## src/rtl/detector_sentido_barrera.sv

```systemverilog
// Two-beam gate decoder: synchronize and debounce ext/int, then track crossing order and pulse s (entry) or r (exit).
// Optional crossing-state timeout is built only when DETECTOR_TIMEOUT_EN is defined.
//
// state      | meaning
// -----------+--------------------------------------------------
// IDLE       | no beam blocked, no crossing in progress
// E1         | entry started: only ext blocked
// E2         | entry: both beams blocked
// E3         | entry: only int blocked, release completes entry
// S1         | exit started: only int blocked
// S2         | exit: both beams blocked
// S3         | exit: only ext blocked, release completes exit
// WAIT_CLEAR | illegal sequence or timeout, wait for both beams clear
module detector_sentido_barrera #(
    parameter int DEBOUNCE_CYCLES = 16,
    parameter int TIMEOUT_CYCLES  = 1000000
) (
    input  logic clk,
    input  logic rst,
    input  logic sensor_ext,
    input  logic sensor_int,
    output logic s,
    output logic r,
    output logic ocupado,
    output logic error
);

    typedef enum logic [2:0] {
        IDLE,
        E1,
        E2,
        E3,
        S1,
        S2,
        S3,
        WAIT_CLEAR
    } state_t;

    localparam int DW = (DEBOUNCE_CYCLES < 2) ? 1 : $clog2(DEBOUNCE_CYCLES + 1);
    localparam logic [DW-1:0] DB_LAST = DW'(DEBOUNCE_CYCLES - 1);

    // Bit 1 is ext, bit 0 is int, so the pair reads as {ext,int}.
    logic [1:0]    sync1;
    logic [1:0]    sync2;
    logic [1:0]    filt;
    logic [DW-1:0] db_cnt [2];

    always_ff @(posedge clk) begin
        if (rst) begin
            sync1     <= 2'b00;
            sync2     <= 2'b00;
            filt      <= 2'b00;
            db_cnt[0] <= '0;
            db_cnt[1] <= '0;
        end else begin
            sync1 <= {sensor_ext, sensor_int};
            sync2 <= sync1;
            for (int i = 0; i < 2; i++) begin
                if (sync2[i] == filt[i]) begin
                    db_cnt[i] <= '0;
                end else if (db_cnt[i] == DB_LAST) begin
                    filt[i]   <= sync2[i];
                    db_cnt[i] <= '0;
                end else begin
                    db_cnt[i] <= db_cnt[i] + 1'b1;
                end
            end
        end
    end

    state_t state;
    state_t state_nxt;
    logic   s_nxt;
    logic   r_nxt;
    logic   err_nxt;
    logic   crossing;

    assign crossing = (state != IDLE) && (state != WAIT_CLEAR);

`ifdef DETECTOR_TIMEOUT_EN
    localparam int TW = (TIMEOUT_CYCLES < 2) ? 1 : $clog2(TIMEOUT_CYCLES + 1);
    localparam logic [TW-1:0] TMO_LAST = TW'(TIMEOUT_CYCLES - 1);

    logic [TW-1:0] tmo_cnt;
    logic          tmo_hit;

    assign tmo_hit = crossing && (tmo_cnt == TMO_LAST);

    always_ff @(posedge clk) begin
        if (rst || !crossing || (state_nxt != state)) begin
            tmo_cnt <= '0;
        end else begin
            tmo_cnt <= tmo_cnt + 1'b1;
        end
    end
`endif

    always_comb begin
        state_nxt = state;
        s_nxt     = 1'b0;
        r_nxt     = 1'b0;
        err_nxt   = 1'b0;
        unique case (state)
            IDLE: begin
                case (filt)
                    2'b10:   state_nxt = E1;
                    2'b01:   state_nxt = S1;
                    2'b11: begin state_nxt = WAIT_CLEAR; err_nxt = 1'b1; end
                    default: state_nxt = IDLE;
                endcase
            end
            E1: begin
                case (filt)
                    2'b11:   state_nxt = E2;
                    2'b00:   state_nxt = IDLE;
                    2'b01: begin state_nxt = WAIT_CLEAR; err_nxt = 1'b1; end
                    default: state_nxt = E1;
                endcase
            end
            E2: begin
                case (filt)
                    2'b01:   state_nxt = E3;
                    2'b10:   state_nxt = E1;
                    2'b00: begin state_nxt = WAIT_CLEAR; err_nxt = 1'b1; end
                    default: state_nxt = E2;
                endcase
            end
            E3: begin
                case (filt)
                    2'b00: begin state_nxt = IDLE; s_nxt = 1'b1; end
                    2'b11:   state_nxt = E2;
                    2'b10: begin state_nxt = WAIT_CLEAR; err_nxt = 1'b1; end
                    default: state_nxt = E3;
                endcase
            end
            S1: begin
                case (filt)
                    2'b11:   state_nxt = S2;
                    2'b00:   state_nxt = IDLE;
                    2'b10: begin state_nxt = WAIT_CLEAR; err_nxt = 1'b1; end
                    default: state_nxt = S1;
                endcase
            end
            S2: begin
                case (filt)
                    2'b10:   state_nxt = S3;
                    2'b01:   state_nxt = S1;
                    2'b00: begin state_nxt = WAIT_CLEAR; err_nxt = 1'b1; end
                    default: state_nxt = S2;
                endcase
            end
            S3: begin
                case (filt)
                    2'b00: begin state_nxt = IDLE; r_nxt = 1'b1; end
                    2'b11:   state_nxt = S2;
                    2'b01: begin state_nxt = WAIT_CLEAR; err_nxt = 1'b1; end
                    default: state_nxt = S3;
                endcase
            end
            WAIT_CLEAR: begin
                if (filt == 2'b00) state_nxt = IDLE;
            end
            default: state_nxt = IDLE;
        endcase
`ifdef DETECTOR_TIMEOUT_EN
        // A stuck crossing abandons whatever the sensors are doing this cycle.
        if (tmo_hit) begin
            state_nxt = WAIT_CLEAR;
            s_nxt     = 1'b0;
            r_nxt     = 1'b0;
            err_nxt   = 1'b1;
        end
`endif
    end

    always_ff @(posedge clk) begin
        if (rst) begin
            state   <= IDLE;
            s       <= 1'b0;
            r       <= 1'b0;
            error   <= 1'b0;
            ocupado <= 1'b0;
        end else begin
            state   <= state_nxt;
            s       <= s_nxt;
            r       <= r_nxt;
            error   <= err_nxt;
            ocupado <= (state_nxt != IDLE);
        end
    end

endmodule

```

## config.mk

```make
export PLATFORM = sky130hd
export DESIGN_NAME = detector_sentido_barrera
export DESIGN_NICKNAME = d
export VERILOG_FILES = /design/src/rtl/detector_sentido_barrera.sv
export SDC_FILE = /design/constraint.sdc
export NUM_CORES = 1
export LEC_CHECK = 0
export CORE_AREA = 2 2 45 58
export DETAILED_ROUTE_END_ITERATION = 6
export DIE_AREA = 0 0 47 60
export PLACE_DENSITY = 0.74
export SLEW_MARGIN = 30
export SYNTH_ARGS = -nofsm -noshare
export SYNTH_HDL_FRONTEND = slang
export SYNTH_SLANG_ARGS = --single-unit
```

## constraint.sdc

```tcl
create_clock -name clk -period 2.1 [get_ports clk]
set_input_delay 0.525 -clock clk [delete_from_list [all_inputs] [get_ports clk]]
set_output_delay 0.525 -clock clk [all_outputs]
set_load 0.1 [all_outputs]
```

==> summary.md <==
| Metric | Value |
|---|---|
| Status | finished clean |
| Crit path kind | flop to flop |
| Largest family of logic cells by synthesized area | simple AND/OR/NAND/NOR gates |
| Hold_sp | sync1[0] |
| Latest clock arrival within the worst-skew pair | 310 ps |
| Synth area leaders | edfxtp_1 24%, dfxtp_1 21%, ha_1 10% |
| ANT nets after route | 0 |
| Adder-cell share of the synthesized area | 0.101 |
| Number of global-route vias before repair | 801 |
| Die area | 2820 um^2 |
| Clock Pin Slew Worst Setup and Hold Paths | 130 ps |
| Initial Utilization | 0.538 |
| Sw Pwr | 0.158 mW |
| Post-Layout Cell Count | 170 |
| CTS sink count | 23 |
| Slowest stage cell on the critical path | dfxtp_1 |
| DR vias/cell | 5.15 |
| Cell internal pwr | 0.566 mW |
| H-tree lvl count | 1 |
| Bufs and invs on worst path | 1 |
| Setup crit start | filt[0] |
| RSZ-0062 raised after global routing | false |
| EDFF count, synth | 10 |
| Final setup vio count | 0 |
| Post-synthesis simple-gate area fraction | 0.192 |
| Cts bufs inserted | 3 |
| Number of distinct library cells after synthesis | 37 |
| Worst Skew | 3.15 ps |
| Die Span X | 47 um |
| Final Hold Vio Count | 0 |
| DRT iter0 DRCs | 36 |
| Total grt overflow | 0 |
| Synth Register Bits | 23 |
| Port Buf Inserts | 7 |
| Post-CTS Hold Buffers | 0 |
| Placed Instances | 166 |
| Synth Cell Area | 1240 um^2 |
| Sequential area share after synthesis | 0.453 |
| Net Sw Frac | 0.218 |
| Sequential Power Share | 0.669 |
| Pleak | 0.584 nW |
| Setup ws final | 203 ps |
| Synth Warn # | 0 |
| Initial antenna violation count | 0 |
| Post-Syn Instances | 120 |
| Reg-to-reg startpoint | filt[0] |
| Fraction of synthesized area in multiplexers | 0.0536 |
| VDD IR max | 471 uV |
| ANT cells | 0 |
| Crit path time final | 1900 ps |
| Area of the multi-input gates | 639 um^2 |
| Post-detail-place hpwl | 1540 um |
| Crit path max fanout | 6 |
| Pre-CTS WS | 213 ps |
| Num rows | 20 |
| Power share of the combinational group | 0.047 |
| Root buf cell | clkbuf_4 |
| Mean Syn Cell Area | 10.3 um^2 |
| Yosys top cell by area | edfxtp_1 |
| Io pins | 8 |
| CTS Buffer Depth | 2 |
| CP peak stage delay | 450 ps |
| Global-route wire length before repair | 3280 um |
| Power per cell area | 523 nW/um^2 |
| MaxCap Viol Count | 0 |
| Total Nets Final | 152 |
| Drt total wl | 2050 um |
| Critical Path AT | 2090 ps |
| Share of synthesized registers carrying an async set or reset | 0 |
| Worst Path Required | 2290 ps |
| Post-synthesis compound-gate area fraction | 0.0971 |
| Capturing element type of the critical path | flop |
| Vias | 875 |
| CP Cell Sequence | inv_1, ha_1, nor4bb_1, o41ai_1, o32ai_1, nand4b_1 |
| First-pass detailed-route iteration total | 4 |
| Ratio of cells with drive above 1 in the final layout | 0.0730 |
| Seq. cell area | 561 um^2 |
| Number of max-slew violations in the final report | 0 |
| WL/cell | 12.1 um |
| Setup TNS | 0 ps |
| CP top delay family | compound AO/OA/AOI/OAI gates |
| Post-synthesis xor/xnor area fraction | 0.0425 |
| Area growth syn-to-layout | 11.9% |
| Period utilization | 0.903 |
| Post-synth top flop | dfxtp_1 |
| Largest net degree at the start of global routing | 15 |
| Synth top area share | 0.243 |
| Core Region | 2300 um^2 |
| Post-route DRC | 0 |
| CP startpoint kind | flop |
| Fmax | 0.527 GHz |
| # fillers | 228 |
| CTS tree | yes |
| Gr usage total | 0.165 |
| Clock power frac | 0.283 |
| HP Class | flop to flop |
| Chip Height | 60 um |
| # Post-CTS Setup Buffers | 0 |
| GPL Wtd Cong | 1.02 |
kinds of logic (layout without fill, tap and decap cells):
group,Yosys count,in the layout
AND/OR/NAND/NOR,44,44
buffers and inverters,16,24
AO/OA/AOI/OAI,15,15
other,1,10
flip-flops,23,23
XOR/XNOR,6,6
adder cells (fa/ha/maj),10,10
multiplexers,5,5
through the flow:
stage               power (mW)  hold slack, ps   util  cell area (um^2)
floorplan                0.516             414      -              1270
global placement         0.527             420  0.590              1360
detailed placement       0.529             445  0.590              1360
CTS                      0.727             468  0.602              1390
global route             0.749             482  0.602              1390
finish                   0.724             457  0.602              1390
per-layer routing:
metal	GRT usage	up-vias	share of wire	routed length (um)
li1	-	444	-	-
met1	0.199	389	0.42	871
met2	0.276	31	0.50	1020
met3	0.0181	11	0.046	95
met4	0.0913	0	0.033	67
met5	0	-	0	0
power by group through the flow:
| stage | clock network [mW] | registers, mW | logic (mW) |
|---|---|---|---|
| after floorplan | 0 | 0.493 | 0.0226 |
| after global placement | 0 | 0.494 | 0.0323 |
| after detailed placement | 0 | 0.496 | 0.0338 |
| after CTS | 0.208 | 0.485 | 0.0341 |
| after global routing | 0.222 | 0.487 | 0.0398 |
| final | 0.205 | 0.485 | 0.0344 |
cell type report:
class	count	area share
Tap cell	33	0.0298
Clock buffer	3	0.0163
Inverter	11	0.0298
Timing Repair Buffer	9	0.0542
Sequential cell	23	0.405
Clock inverter	1	0.00361
Multi-Input combinational cell	90	0.462
worst reg2reg max path, stage by stage, from the launching register on:
cell,delay [ps]
dfxtp_1,450
inv_1,130
ha_1,280
nor4bb_1,170
o41ai_1,390
o32ai_1,170
nand4b_1,200
final timing paths:
check                  end  slack [ps]  cells past startpoint
hold reg to reg   sync2[0]         460                      1
hold / removal    sync2[0]         460                      1
setup reg to reg   ocupado         200                      6
setup / recovery   ocupado         200                      6
layout by cell type (no fill, tap or decap), types with 2 or more instances in the layout:
cell type	n
nor2_1	16
dfxtp_1	13
inv_1	11
ha_1	10
edfxtp_1	10
conb_1	10
nor2b_1	7
buf_4	6
and3_1	4
xnor2_1	4
mux2i_1	4
nand2_1	3
nand2b_1	3
clkbuf_4	3
clkdlybuf4s50_1	3
nor4bb_1	2
nor3b_1	2
o32ai_1	2
or3_1	2
nand3_1	2
xor2_1	2
synth_stat cells, types with 2 or more instances:
master / number
xnor2_1: 4
and3_1: 4
o311ai_0: 2
dfxtp_1: 13
buf_2: 3
or3_1: 2
inv_1: 11
nand3_1: 2
edfxtp_1: 10
nor4bb_1: 2
nand2b_1: 3
xor2_1: 2
ha_1: 10
nor2b_1: 7
nor3b_1: 2
mux2i_1: 4
nand2_1: 3
o32ai_1: 2
nor2_1: 16
repair_timing:
action                                 CTS  global route
endpoints found under the hold margin    0             0
setup endpoints to repair                0             1
resized for setup                        0             1
state kept, by name, indices dropped and copies added, names as in the netlist:
register / cells
state: 3
r: 1
sync1: 2
db_cnt: 10
s: 1
sync2: 2
ocupado: 1
error: 1
filt: 2
Power figures use the tool's default switching activity.
